==> config.mk <==
export PLATFORM = sky130hd
export DESIGN_NAME = fetch_if_id
export DESIGN_NICKNAME = d
export VERILOG_FILES = /design/src/rtl/rv32i_pkg.sv /design/src/rtl/if_id_reg.sv /design/src/rtl/fetch_if_id.sv
export SDC_FILE = /design/constraint.sdc
export NUM_CORES = 1
export LEC_CHECK = 0
export ABC_AREA = 1
export BUFFER_PORTS_ARGS = -buffer_cell sky130_fd_sc_hd__buf_4
export CAP_MARGIN = 40
export CORE_MARGIN = 2
export CORE_UTILIZATION = 45
export CTS_CLUSTER_SIZE = 10
export DETAILED_ROUTE_END_ITERATION = 7
export GPL_TIMING_DRIVEN = 0
export MAX_ROUTING_LAYER = met4
export PLACE_DENSITY = 0.76
export SLEW_MARGIN = 20
export SYNTH_ARGS = -nofsm -noshare
export SYNTH_HDL_FRONTEND = slang
export SYNTH_SLANG_ARGS = --single-unit
==> constraint.sdc <==
create_clock -name clk -period 1.31 [get_ports clk]
set_input_delay 0.131 -clock clk [delete_from_list [all_inputs] [get_ports clk]]
set_output_delay 0.131 -clock clk [all_outputs]
set_load 0.05 [all_outputs]
==> src/rtl/rv32i_pkg.sv <==
// rv32i_pkg: shared RV32I constants and the IF/ID payload record.
`default_nettype none

package rv32i_pkg;

    localparam int unsigned XLEN = 32;

    localparam logic [XLEN-1:0] NOP_INSTR = 32'h0000_0013;

    localparam logic [6:0] OPC_R      = 7'h33;
    localparam logic [6:0] OPC_LOAD   = 7'h03;
    localparam logic [6:0] OPC_OPIMM  = 7'h13;
    localparam logic [6:0] OPC_JALR   = 7'h67;
    localparam logic [6:0] OPC_STORE  = 7'h23;
    localparam logic [6:0] OPC_BRANCH = 7'h63;
    localparam logic [6:0] OPC_AUIPC  = 7'h17;
    localparam logic [6:0] OPC_LUI    = 7'h37;
    localparam logic [6:0] OPC_JAL    = 7'h6f;

    typedef struct packed {
        logic [XLEN-1:0] pc;
        logic [XLEN-1:0] pc4;
        logic [XLEN-1:0] instr;
        logic            valid;
    } if_id_t;

    function automatic if_id_t if_id_bubble();
        if_id_t b;
        b.pc    = '0;
        b.pc4   = '0;
        b.instr = NOP_INSTR;
        b.valid = 1'b0;
        return b;
    endfunction

endpackage

`default_nettype wire

==> src/rtl/if_id_reg.sv <==
// if_id_reg: IF/ID pipeline register with hold and clear-to-bubble controls.
`default_nettype none

module if_id_reg
    import rv32i_pkg::*;
(
    input  logic            clk,
    input  logic            rst,
    input  logic            hold_i,
    input  logic            clear_i,
    input  logic [XLEN-1:0] pc_i,
    input  logic [XLEN-1:0] pc4_i,
    input  logic [XLEN-1:0] instr_i,
    input  logic            valid_i,
    output logic [XLEN-1:0] pc_o,
    output logic [XLEN-1:0] pc4_o,
    output logic [XLEN-1:0] instr_o,
    output logic            valid_o
);

    if_id_t r_q;
    if_id_t r_d;

    // Clear outranks hold so a squash always lands even while stalled.
    always_comb begin
        r_d = r_q;
        if (clear_i) begin
            r_d = if_id_bubble();
        end else if (!hold_i) begin
            r_d.pc    = pc_i;
            r_d.pc4   = pc4_i;
            r_d.instr = instr_i;
            r_d.valid = valid_i;
        end
    end

    always_ff @(posedge clk) begin
        if (rst) begin
            r_q <= if_id_bubble();
        end else begin
            r_q <= r_d;
        end
    end

    assign pc_o    = r_q.pc;
    assign pc4_o   = r_q.pc4;
    assign instr_o = r_q.instr;
    assign valid_o = r_q.valid;

endmodule

`default_nettype wire

==> src/rtl/fetch_if_id.sv <==
// fetch_if_id: RV32I fetch stage (PC, imem request) feeding the IF/ID register.
`default_nettype none

module fetch_if_id
    import rv32i_pkg::*;
#(
    parameter logic [31:0] RESET_PC = 32'h0000_0000,
    parameter int unsigned CNT_W    = 16
) (
    input  logic             clk,
    input  logic             rst,
    input  logic             stall_i,
    input  logic             flush_i,
    input  logic [31:0]      redirect_pc_i,
    output logic             imem_req_o,
    output logic [31:0]      imem_addr_o,
    input  logic [31:0]      imem_rdata_i,
    input  logic             imem_ready_i,
    output logic [31:0]      if_id_pc_o,
    output logic [31:0]      if_id_pc4_o,
    output logic [31:0]      if_id_instr_o,
    output logic             if_id_valid_o,
    output logic [6:0]       opcode_o,
    output logic [CNT_W-1:0] bubble_cnt_o
);

    logic [XLEN-1:0]  pc_q;
    logic [XLEN-1:0]  pc_d;
    logic [XLEN-1:0]  pc_plus4;
    logic [CNT_W-1:0] cnt_q;
    logic [CNT_W-1:0] cnt_d;
    logic             bubble;
    logic             ifid_hold;
    logic             unused_redir_lo;

    assign pc_plus4        = pc_q + 32'd4;
    assign unused_redir_lo = ^redirect_pc_i[1:0];

    // A bubble enters IF/ID on a squash, or when memory stalls without a hazard stall.
    assign bubble    = flush_i | (~stall_i & ~imem_ready_i);
    assign ifid_hold = stall_i & ~flush_i;

    always_comb begin
        pc_d  = pc_q;
        cnt_d = cnt_q;
        if (flush_i) begin
            pc_d = {redirect_pc_i[31:2], 2'b00};
        end else if (!stall_i && imem_ready_i) begin
            pc_d = pc_plus4;
        end
        if (bubble) begin
            cnt_d = cnt_q + CNT_W'(1);
        end
    end

    always_ff @(posedge clk) begin
        if (rst) begin
            pc_q  <= RESET_PC;
            cnt_q <= '0;
        end else begin
            pc_q  <= pc_d;
            cnt_q <= cnt_d;
        end
    end

    if_id_reg u_if_id_reg (
        .clk     (clk),
        .rst     (rst),
        .hold_i  (ifid_hold),
        .clear_i (bubble),
        .pc_i    (pc_q),
        .pc4_i   (pc_plus4),
        .instr_i (imem_rdata_i),
        .valid_i (1'b1),
        .pc_o    (if_id_pc_o),
        .pc4_o   (if_id_pc4_o),
        .instr_o (if_id_instr_o),
        .valid_o (if_id_valid_o)
    );

    assign imem_req_o   = ~rst;
    assign imem_addr_o  = pc_q;
    assign opcode_o     = if_id_instr_o[6:0];
    assign bubble_cnt_o = cnt_q;

endmodule

`default_nettype wire

## After elaboration in Yosys (flattened, before gate mapping)

Index checks and enable logic that the tools add are counted.

| operators by class | value |
|---|---|
| $add $sub $neg | 2 |
| multiply operators | 0 |
| divide/modulo/power cells | 0 |
| magnitude comparators | 0 |
| equal/unequal tests | 0 |
| shift operators | 0 |
| multiplexer cells | 2 |
| bitwise operators | 7 |
| reduce and logical (&&, ||, !) cells | 5 |

Operator list:

| operator | count |
|---|---|
| two-way mux 32 bit | 2 |
| adder 32 x 3 -> 32 bit, second input constant | 1 |
| adder 16 x 1 -> 16 bit, second input constant | 1 |
| inverter 1 bit | 4 |
| OR reduction 2 bit | 2 |
| bitwise AND 1 bit | 2 |
| nonzero test 2 bit | 1 |
| logical AND 1 bit | 1 |
| logical NOT 1 bit | 1 |
| bitwise OR 1 bit | 1 |

| word-level totals | value |
|---|---|
| bits in registers | 145 |
| bits in latches | 0 |
| RAM bits | 0 |
| bits in read-only memories | 0 |
| output and inout port bits | 153 |
| memories | 0 |

## Longest topological paths before layout

Gate-level depths: netlist of the first run.

| depth | value |
|---|---|
| word-level depth | 4 |
| mapped depth | 10 |
| mapped depth without buffers | 10 |

## Hierarchy

Synthesis of the first run repeated with hierarchy kept, for this count alone.

| second synthesis, totals | value |
|---|---|
| cells, all modules | 1115 |
| area, all modules | 7113.1 um^2 |

Modules (own cells, without submodules):

| module | times used | cells an instance | area an instance (um^2) | seq. area each (um^2) |
|---|---|---|---|---|
| if_id_reg | 1 | 609 | 3937.5 | 1941.9 |
| fetch_if_id | 1 | 506 | 3175.5 | 920.9 |

## Least setup slack after synthesis of the first run

Ideal clock, no wire load.

| path | value |
|---|---|
| path type | register to register |
| start point | register pc_q[2] (netlist: imem_addr_o[2]) |
| end point | register u_if_id_reg.r_q (netlist bit u_if_id_reg.pc4_o[26]) |
| library setup time | 0.113 ns |
| arrival time | 1.796 ns |
| required time | 1.197 ns |
| slack | -0.599 ns |
| stages on the path, launching flop included | 11 |
| period minus slack after synthesis | 1.909 ns |
| cell sequence | dfxtp_1 > ha_1 > nand2_1 > nor2_4 > nand2_4 > nor2_4 > nand2_1 > nand2_1 > nand2_1 > o21ai_1 > inv_1 |

| on the way | value |
|---|---|
| longest elaborated chain between the ends | 1 |

RTL lines:

| item | line | RTL |
|---|---|---|
| start, declared | fetch_if_id.sv:27 | `logic [XLEN-1:0] pc_q;` |
| start signal, assigned | fetch_if_id.sv:61 | `pc_q <= pc_d;` |
| adder 32 x 3 -> 32 bit | fetch_if_id.sv:36 | `assign pc_plus4 = pc_q + 32'd4;` |
| end signal, assigned | if_id_reg.sv:39 | `r_q <= if_id_bubble();` |
| end signal, assigned | if_id_reg.sv:41 | `r_q <= r_d;` |
| end, declared | if_id_reg.sv:21 | `if_id_t r_q;` |

No other way between the ends.
A chain may end at the register's enable or synchronous reset.

## Worst setup path in the final report of the first run

| path | value |
|---|---|
| start point | register pc_q[2] (netlist: imem_addr_o[2]) |
| end point | register pc_q[24] (netlist: imem_addr_o[24]) |

| on the way | value |
|---|---|
| longest elaborated chain between the ends | 3 |

RTL lines:

| item | line | RTL |
|---|---|---|
| adder 32 x 3 -> 32 bit | fetch_if_id.sv:36 |  |
| two-way mux 32 bit | fetch_if_id.sv:48 | `end else if (!stall_i && imem_ready_i) begin` |
| two-way mux 32 bit | fetch_if_id.sv:46 | `if (flush_i) begin` |

No other way between the ends. The select of a mux whose other input is x is not followed.

==> impl_metrics.env, run 1 <==
export IMPL_status="complete, but fails checks"
export IMPL_violations="negative setup slack"
export IMPL_firstDrtPassIters=5
export IMPL_synthAdderAreaFrac_pct=0.395
export IMPL_htreeDepth=4
export IMPL_drt_antenna_violating_nets=0
export IMPL_num_nets_final=1297
export IMPL_avgSynthCellArea_sq_um=6.90
export IMPL_syn_inst=918
export IMPL_wl_um=22700
export IMPL_fillCellCount=1077
export IMPL_io_buffer_count=211
export IMPL_tightest_slew_ns=0.709
export IMPL_synth_compound_area_share_pct=14.0
export IMPL_min_delay_path_depth=2
export IMPL_cts_tree="done"
export IMPL_synthDistinctLibCells=35
export IMPL_track_usage_pct=29.1
export IMPL_yosys_cell_count_top_type="nand2_1"
export IMPL_yosysSeqAreaShare_pct=43.9
export IMPL_cts_root_buf="clkbuf_16"
export IMPL_overflow=0
export IMPL_ir_drop_mv=0.794
export IMPL_hold_viol=0
export IMPL_rr_startpoint="imem_addr_o[2]$_SDFFE_PP0P_"
export IMPL_drv_cap=0
export IMPL_period_needed_ns=1.62
export IMPL_hp_class="in -> reg"
export IMPL_grt_max_degree=17
export IMPL_num_antenna_cells=0
export IMPL_drc_errors=0
export IMPL_die_width_um=123
export IMPL_synth_top_area_share_pct=43.9
export IMPL_fmax_mhz=617
export IMPL_timing_rr_end="imem_addr_o[24]$_SDFFE_PP0P_"
export IMPL_grt_pass1_wl_um=32900
export IMPL_async_flop_share_pct=0
export IMPL_core_sq_mm=0.0138
export IMPL_antenna_found_initial=0
export IMPL_synth_top_area_cell="dfxtp_1"
export IMPL_path_clk_slew_ns=0.06
export IMPL_synth_top_family_by_area="simple AND/OR/NAND/NOR gates"
export IMPL_clk_latency_ns=0.43
export IMPL_numCtsBuffers=17
export IMPL_arrival_ns=1.89
export IMPL_ys_flop_type="dfxtp_1"
export IMPL_setup_viol=51
export IMPL_cts_path_max_buffers=2
export IMPL_reg2regPathDepth=11
export IMPL_p_leak_nw=4.67
export IMPL_slew_headroom_pct=52.8
export IMPL_rsz0062_at_grt="true"
export IMPL_cts_sinks=139
export IMPL_crit_path_end_kind="register"
export IMPL_synthXorXnorAreaFrac_pct=2.05
export IMPL_power_w=0.0111
export IMPL_boundaryPins=222
export IMPL_areaGrowthSynthToFinish_pct=57.2
export IMPL_whs_endpoint="bubble_cnt_o[2]$_SDFFE_PP0P_"
export IMPL_period_share_pct=124
export IMPL_drv_slew=0
export IMPL_final_util_pct=72.0
export IMPL_dieArea_sq_mm=0.0150
export IMPL_synth_top_cells_by_count="nand2_1 (292), dfxtp_1 (139), nor2_1 (101)"
export IMPL_fp_dieH_um=123
export IMPL_via_per_inst=5.11
export IMPL_num_rows=43
export IMPL_start_util_pct=45.8
export IMPL_hpwl_um=15300
export IMPL_synth_seq_cells=139
export IMPL_routedWlPerCell_um=16.0
export IMPL_synth_edf_count=0
export IMPL_skew_ns=0.0104
export IMPL_tns_ns=-7.50
export IMPL_cp_required_ns=1.58
export IMPL_r2r_slack_ns=-0.31
export IMPL_crit_type="reg -> reg"
export IMPL_dr_total_vias=7248
export IMPL_synthTopCellsByArea="dfxtp_1 (44%), nand2_1 (17%), a21oi_1 (7.6%), nor2_1 (6.0%), inv_1 (4.7%)"
export IMPL_p_per_area_mw_per_mm2=1110
export IMPL_cp_max_fo=4
export IMPL_first_global_vias=6407
export IMPL_min_from="rst"
export IMPL_drive_gt1_share_pct=37.4
export IMPL_synth_area_mux_share_pct=0
export IMPL_worst_slack_ns=-0.309
export IMPL_drt_initial_drc_count=584
export IMPL_synthSimpleGateAreaFrac_pct=29.9
export IMPL_synth_area_sq_mm=0.00633
export IMPL_routabilityCongestion=0.909
export IMPL_start_kind="register"
export IMPL_ys_warn_count=0
==> worst max path at each step <==
stage,from,endpoint,depth (start not counted)
floorplan,imem_addr_o[3]$_SDFFE_PP0P_,imem_addr_o[20]$_SDFFE_PP0P_,10
global placement,imem_addr_o[3]$_SDFFE_PP0P_,imem_addr_o[12]$_SDFFE_PP0P_,8
detailed placement,imem_addr_o[2]$_SDFFE_PP0P_,imem_addr_o[12]$_SDFFE_PP0P_,8
CTS,imem_addr_o[3]$_SDFFE_PP0P_,u_if_id_reg.pc4_o[24]$_SDFFE_PP0N_,11
global route,imem_addr_o[3]$_SDFFE_PP0P_,u_if_id_reg.pc4_o[24]$_SDFFE_PP0N_,11
finish,imem_addr_o[2]$_SDFFE_PP0P_,imem_addr_o[24]$_SDFFE_PP0P_,11
==> logic make-up (layout without fill, tap and decap cells) <==
kind of cell / after synthesis / after routing
buf+inv: 139 / 454
compound gates: 166 / 166
other cells: 1 / 6
flops: 139 / 139
xor+xnor: 14 / 14
fa+ha+maj: 2 / 2
simple gates: 457 / 457
==> per-layer routing <==
layer	vias to the layer above	wire (um)	global-route usage, %
met3	68	1850	7.06
met2	317	11000	47.3
met4	0	775	11.6
met5	-	0	-
li1	3511	-	-
met1	3352	9110	34.6
==> placed cells by master, fill, tap and decap left out, types with 21 or more instances in the layout <==
cell	Yosys	final
inv_1	79	78
nor2_1	101	88
dfxtp_4	0	28
a21oi_1	96	89
nand2_1	292	261
dfxtp_1	139	95
dlygate4sd3_1	0	40
buf_4	13	251
o21ai_0	46	26
nand2_2	4	26
clkbuf_1	21	21
==> critical path, stage by stage, from the launching register on <==
cell,delay [ns]
dfxtp_4,0.38
ha_4,0.15
nand2_4,0.05
nor2_4,0.15
buf_6,0.14
nand2_4,0.07
nor2_4,0.18
nand2_1,0.08
nand2_1,0.08
nand2_2,0.06
nand2_1,0.06
a21oi_1,0.06
==> state kept, by name (all words and copies together), names as in the netlist <==
register,flops
u_if_id_reg.instr_o,32
u_if_id_reg.valid_o,1
u_if_id_reg.pc_o,30
bubble_cnt_o,16
u_if_id_reg.pc4_o,30
imem_addr_o,30
==> metrics by stage <==
| stage | cells | cell area [sq um] | hold slack [ns] | setup WS [ns] |
|---|---|---|---|---|
| CTS | 1402 | 9570 | 0.0196 | -0.197 |
| detailed placement | 1314 | 8360 | 0.348 | -0.364 |
| global route | 1418 | 9950 | 0.0229 | -0.357 |
| global placement | 1314 | 8360 | 0.340 | -0.351 |
| floorplan | 923 | 6550 | 0.257 | -0.222 |
| finish | 1418 | 9950 | 0.00252 | -0.309 |
==> power breakdown <==
group / internal (W) / switching (W)
combinational: 0.000722 / 0.00128
sequential: 0.00436 / 0.000178
clock: 0.00268 / 0.00185
==> layout make-up <==
| cell class | instances | area [sq um] | share of cell area [%] |
|---|---|---|---|
| Buffer | 54 | 292 | 2.93 |
| Clock buffer | 22 | 497 | 4.99 |
| Clock inverter | 9 | 62.6 | 0.629 |
| Inverter | 85 | 322 | 3.23 |
| Multi-Input combinational cell | 645 | 3390 | 34.1 |
| Sequential cell | 139 | 2910 | 29.2 |
| Tap cell | 180 | 225 | 2.26 |
| Timing Repair Buffer | 284 | 2250 | 22.7 |
==> repair_timing <==
action                                  4_1_cts  5_1_grt
hold buffers                                 39        1
pin swaps                                    35       40
endpoints found under the setup margin       48       60
gates resized for setup                      33       68
setup buffers                                18       18
endpoints found under the hold margin        39        1
(Power assumes the default switching activity.)
==> run 2, diff against run 1 <==
--- a/config.mk
+++ b/config.mk
@@ -5,16 +5,16 @@
 export SDC_FILE = /design/constraint.sdc
 export NUM_CORES = 1
 export LEC_CHECK = 0
-export ABC_AREA = 1
 export BUFFER_PORTS_ARGS = -buffer_cell sky130_fd_sc_hd__buf_4
 export CAP_MARGIN = 40
 export CORE_MARGIN = 2
 export CORE_UTILIZATION = 45
 export CTS_CLUSTER_SIZE = 10
 export DETAILED_ROUTE_END_ITERATION = 7
+export GPL_ROUTABILITY_DRIVEN = 0
 export GPL_TIMING_DRIVEN = 0
 export MAX_ROUTING_LAYER = met4
-export PLACE_DENSITY = 0.76
+export PLACE_DENSITY = 0.77
 export SLEW_MARGIN = 20
 export SYNTH_ARGS = -nofsm -noshare
 export SYNTH_HDL_FRONTEND = slang
==> impl_metrics.env, run 2 <==
export IMPL_die_width_um=120
export IMPL_core_sq_mm=0.0132
export IMPL_drc_errors=0
export IMPL_layout_common_cells="buf_4 (272), nand2_1 (149), a21oi_1 (103)"
export IMPL_synth_area_mux_share_pct=0.986
export IMPL_track_usage_pct=30.1
export IMPL_synth_compound_area_share_pct=14.6
export IMPL_hold_viol=0
export IMPL_yosys_cell_count_top_type="nand2_1"
export IMPL_fillCellCount=788
export IMPL_rsz0062_at_grt="true"
export IMPL_areaGrowthSynthToFinish_pct=69.7
export IMPL_final_common_cell="buf_4"
export IMPL_rr_startpoint="imem_addr_o[3]$_SDFFE_PP0P_"
export IMPL_start_util_pct=46.0
export IMPL_synthTopCellsByArea="dfxtp_1 (46%), nand2_1 (9.7%), a21oi_1 (8.8%), xor2_1 (4.6%), xnor2_1 (4.2%)"
export IMPL_cts_tree="done"
export IMPL_arrival_ns=2.19
export IMPL_num_nets_final=1168
export IMPL_avgSynthCellArea_sq_um=8.02
export IMPL_antenna_found_initial=0
export IMPL_synth_top_family_by_area="simple AND/OR/NAND/NOR gates"
export IMPL_first_global_vias=6277
export IMPL_cp_required_ns=1.63
export IMPL_synthXorXnorAreaFrac_pct=8.77
export IMPL_min_delay_path_depth=3
export IMPL_yosysSeqAreaShare_pct=45.7
export IMPL_num_antenna_cells=0
export IMPL_cts_path_max_buffers=2
export IMPL_reg2regPathDepth=6
export IMPL_numCtsBuffers=17
export IMPL_cts_root_buf="clkbuf_16"
export IMPL_cts_sinks=139
export IMPL_grt_pass1_wl_um=32900
export IMPL_largest_reg_flops=32
export IMPL_fin_cells=1285
export IMPL_start_kind="register"
export IMPL_fp_dieH_um=120
export IMPL_drive_gt1_share_pct=42.1
export IMPL_final_util_pct=78.1
export IMPL_drv_slew=0
export IMPL_via_per_inst=5.64
export IMPL_dr_total_vias=7245
export IMPL_routedWlPerCell_um=19.9
export IMPL_critPathLaunch="imem_addr_o[3]$_SDFFE_PP0P_"
export IMPL_slew_headroom_pct=49.7
export IMPL_power_w=0.0120
export IMPL_ir_drop_mv=0.999
export IMPL_skew_ns=0.00987
export IMPL_overflow=0
export IMPL_dieArea_sq_mm=0.0145
export IMPL_multi_input_area_sq_mm=0.00347
export IMPL_synth_seq_cells=139
export IMPL_drt_initial_drc_count=856
export IMPL_num_rows=42
export IMPL_status="complete, but fails checks"
export IMPL_synth_top_area_cell="dfxtp_1"
export IMPL_synth_area_sq_mm=0.00609
export IMPL_synth_top_area_share_pct=45.7
export IMPL_wl_um=25500
export IMPL_synth_edf_count=0
export IMPL_synthSimpleGateAreaFrac_pct=22.7
export IMPL_worst_slack_ns=-0.562
export IMPL_tns_ns=-18.32
export IMPL_ys_flop_type="dfxtp_1"
export IMPL_boundaryPins=222
export IMPL_whs_endpoint="imem_addr_o[25]$_SDFFE_PP0P_"
export IMPL_drt_antenna_violating_nets=0
export IMPL_htreeDepth=4
export IMPL_drv_cap=0
export IMPL_cp_max_fo=4
export IMPL_period_share_pct=143
export IMPL_synthDistinctLibCells=43
export IMPL_hpwl_um=13700
export IMPL_place_inst=1153
export IMPL_hp_class="in -> reg"
export IMPL_period_needed_ns=1.87
export IMPL_io_buffer_count=212
export IMPL_p_per_area_mw_per_mm2=1160
export IMPL_crit_path_end_kind="register"
export IMPL_fmax_mhz=534
export IMPL_min_from="redirect_pc_i[25]"
export IMPL_path_clk_slew_ns=0.06
export IMPL_timing_rr_end="imem_addr_o[21]$_SDFFE_PP0P_"
export IMPL_setup_viol=57
export IMPL_tightest_slew_ns=0.754
export IMPL_dp_slack_ns=-0.595
export IMPL_async_flop_share_pct=0
export IMPL_p_leak_nw=4.59
export IMPL_r2r_slack_ns=-0.56
export IMPL_clk_latency_ns=0.43
export IMPL_ys_warn_count=0
export IMPL_synthAdderAreaFrac_pct=0.411
export IMPL_crit_type="reg -> reg"
export IMPL_grt_max_degree=17
export IMPL_seqCellArea_sq_mm=0.00290
export IMPL_synth_top_cells_by_count="nand2_1 (157), dfxtp_1 (139), a21oi_1 (107)"
export IMPL_firstDrtPassIters=5
export IMPL_syn_inst=760
export IMPL_violations="negative setup slack"
[run 2: what timing repair did]
item                                   CTS  global route
endpoints found under the hold margin   42             0
resized for setup                       61            75
pin swaps                               59            59
setup endpoints to repair               87           131
buffers inserted                        47            31
hold buffers                            42             0
[run 2: logic make-up after synthesis]
family | Yosys count
other | 1
buffers and inverters | 92
and+or+nand+nor | 296
xor gates and xnor gates | 61
adders and majority gates | 2
muxes | 6
AOI/OAI and AO/OA | 163
DFF | 139
[run 2: area by class of cell]
type                    instances  area share (%)
clock inverters                10            1.54
well taps                     176            2.13
repair buffers                326            26.1
inverters                      18           0.653
plain buffers                  61            3.32
clock buffers                  21            4.66
multi-input cells             534            33.6
flip-flops and latches        139            28.1
[run 2: critical path, stage by stage (launching register included)]
cell     delay [ns]
dfxtp_4        0.39
nand4_1        0.20
buf_4          0.22
nor4_4         0.39
nand3_1        0.19
xnor2_1        0.19
o21a_1         0.18
[run 2: how the worst max path moves through the flow]
stage | end | cells past startpoint
final | imem_addr_o[21]$_SDFFE_PP0P_ | 6
after global routing | imem_addr_o[21]$_SDFFE_PP0P_ | 6
after CTS | imem_addr_o[21]$_SDFFE_PP0P_ | 7
after detailed placement | imem_addr_o[21]$_SDFFE_PP0P_ | 6
after global placement | imem_addr_o[21]$_SDFFE_PP0P_ | 6
after floorplan | imem_addr_o[25]$_SDFFE_PP0P_ | 6
[run 2: routing by layer]
metal | vias to the layer above | share of wire (%) | track usage [%]
met3 | 162 | 9.8 | 6.70
met2 | 539 | 46 | 47.9
met1 | 3342 | 38 | 36.6
met5 | - | 0 | -
li1 | 3202 | - | -
met4 | 0 | 6.4 | 13.4
[run 2: power by group]
part	switching [W]	internal, W	leakage [nW]
registers	0.000196	0.00437	1.16
logic	0.00138	0.000801	3.11
clock network	0.00187	0.00339	0.315
total	0.00345	0.00857	4.59
[run 2: per-stage QoR]
stage               instance area, sq um  hold WS (ns)
global route                       10300        0.0547
finish                             10300        0.0258
CTS                                 9840      0.000722
global placement                    8260         0.343
floorplan                           6450         0.255
detailed placement                  8260         0.347
==> run 3, diff against run 2 <==
--- a/config.mk
+++ b/config.mk
@@ -14,7 +14,8 @@
 export GPL_ROUTABILITY_DRIVEN = 0
 export GPL_TIMING_DRIVEN = 0
 export MAX_ROUTING_LAYER = met4
-export PLACE_DENSITY = 0.77
+export PLACE_DENSITY = 0.89
+export REMOVE_ABC_BUFFERS = 1
 export SLEW_MARGIN = 20
 export SYNTH_ARGS = -nofsm -noshare
 export SYNTH_HDL_FRONTEND = slang
==> impl_metrics.env, run 3 (same netlist as run 2, synthesis figures left out) <==
export IMPL_status="complete, but fails checks"
export IMPL_violations="negative setup slack"
export IMPL_io_buffer_count=213
export IMPL_areaGrowthSynthToFinish_pct=62.6
export IMPL_ir_drop_mv=0.843
export IMPL_drv_slew=0
export IMPL_drt_initial_drc_count=490
export IMPL_drt_antenna_violating_nets=0
export IMPL_largest_reg_flops=32
export IMPL_rsz0062_at_grt="true"
export IMPL_cp_required_ns=1.59
export IMPL_grt_pass1_wl_um=31400
export IMPL_htreeDepth=4
export IMPL_crit_path_end_kind="register"
export IMPL_boundaryPins=222
export IMPL_start_kind="register"
export IMPL_dpl_instance_area_sq_mm=0.00775
export IMPL_track_usage_pct=28.2
export IMPL_tightest_slew_ns=0.622
export IMPL_p_per_area_mw_per_mm2=1130
export IMPL_cts_tree="done"
export IMPL_fillCellCount=898
export IMPL_arrival_ns=2.07
export IMPL_place_inst=1086
export IMPL_hold_viol=0
export IMPL_first_global_vias=6223
export IMPL_period_needed_ns=1.78
export IMPL_antenna_found_initial=0
export IMPL_clk_latency_ns=0.42
export IMPL_period_share_pct=136
export IMPL_final_common_cell="buf_4"
export IMPL_die_width_um=120
export IMPL_final_area_sq_mm=0.00991
export IMPL_core_sq_mm=0.0132
export IMPL_fmax_mhz=560
export IMPL_cp_slowest_cell="or4_4"
export IMPL_seqCellArea_sq_mm=0.00287
export IMPL_cp_max_fo=3
export IMPL_num_antenna_cells=0
export IMPL_drc_errors=0
export IMPL_fin_cells=1231
export IMPL_slew_headroom_pct=58.4
export IMPL_multi_input_area_sq_mm=0.00337
export IMPL_numCtsBuffers=17
export IMPL_dp_slack_ns=-1.42
export IMPL_dieArea_sq_mm=0.0145
export IMPL_fp_dieH_um=120
export IMPL_layout_common_cells="buf_4 (252), nand2_1 (149), dfxtp_1 (109)"
export IMPL_wl_um=21800
export IMPL_start_util_pct=46.0
export IMPL_skew_ns=0.00584
export IMPL_hp_class="in -> reg"
export IMPL_firstDrtPassIters=5
export IMPL_dr_total_vias=6526
export IMPL_cts_root_buf="clkbuf_16"
export IMPL_critical_path_cell_chain="nand4_1 > or4_4 > nor3_4 > xnor2_2 > o22ai_1"
export IMPL_num_rows=42
export IMPL_setup_viol=57
export IMPL_overflow=0
export IMPL_cts_sinks=139
export IMPL_drv_cap=0
export IMPL_drive_gt1_share_pct=40.1
export IMPL_path_clk_slew_ns=0.06
export IMPL_via_per_inst=5.30
export IMPL_crit_type="reg -> reg"
export IMPL_worst_slack_ns=-0.475
export IMPL_routedWlPerCell_um=17.7
export IMPL_slowest_delay_ns=0.63
export IMPL_hpwl_um=12100
export IMPL_cts_path_max_buffers=2
export IMPL_grt_max_degree=70
export IMPL_num_nets_final=1113
export IMPL_whs_ns=0.0203
export IMPL_p_leak_nw=4.35
==> run 3: cell count changes in the layout (fill, tap and decap cells not counted), moves of 4 or more <==
cell | before | now
buf_16 | 0 | 4
xnor2_1 | 18 | 25
clkbuf_1 | 29 | 1
dfxtp_4 | 27 | 18
xnor2_2 | 11 | 4
buf_6 | 19 | 26
dfxtp_1 | 97 | 109
buf_4 | 272 | 252
clkbuf_2 | 11 | 0
==> run 3: through the flow <==
step	utilization, %	power [W]	TNS (ns)
4_1_cts	69.9	0.0111	-13.17
6_report	74.8	0.0112	-16.33
5_1_grt	74.8	0.0116	-20.46
3_3_place_gp	57.2	0.00629	-319.99
3_5_place_dp	58.6	0.00636	-91.53
2_1_floorplan	-	0.00567	-151.68
==> run 3: routing by layer <==
metal,track usage (%),vias up,wire [um]
met1,31.8,3130,8770
li1,-,3088,-
met2,48.9,259,10900
met3,6.08,49,1480
met4,10.9,0,596
met5,-,-,0
==> run 3: path summary, 6_finish.rpt <==
path	startpoint	endpoint	slack, ns	cells after the start
hold reg to reg	u_if_id_reg.pc_o[27]$_SDFFE_PP0N_	u_if_id_reg.pc_o[27]$_SDFFE_PP0N_	0.45	2
setup / recovery	imem_addr_o[9]$_SDFFE_PP0P_	imem_addr_o[27]$_SDFFE_PP0P_	-0.47	5
setup reg to reg	imem_addr_o[9]$_SDFFE_PP0P_	imem_addr_o[27]$_SDFFE_PP0P_	-0.47	5
hold / removal	redirect_pc_i[27]	imem_addr_o[27]$_SDFFE_PP0P_	0.02	3
==> run 3: what timing repair did <==
item	in CTS	in global routing
setup endpoints to repair	134	68
buffers inserted	30	39
pin swaps	20	53
cloned	2	0
endpoints found under the hold margin	42	0
gates resized for setup	88	83
hold buffers	42	0
==> run 3: layout make-up <==
cell class              count  area share, %
clock buffers              20           4.61
clock inverters            12           1.15
inverters                  18          0.682
multi-input cells         536           34.0
flip-flops and latches    139           28.9
well taps                 176           2.22
repair buffers            330           28.4
==> run 3: critical path, delay by kind of cell (launching register included) <==
family,cells,cell delay [ns]
XOR/XNOR,1,0.14
flip-flops,1,0.37
AO/OA/AOI/OAI,1,0.09
AND/OR/NAND/NOR,3,1.04
==> run 3: power breakdown <==
group	leakage, nW	switching, W	internal, W
combinational	2.93	0.00126	0.000761
sequential	1.15	0.000198	0.00438
clock	0.269	0.00188	0.00273
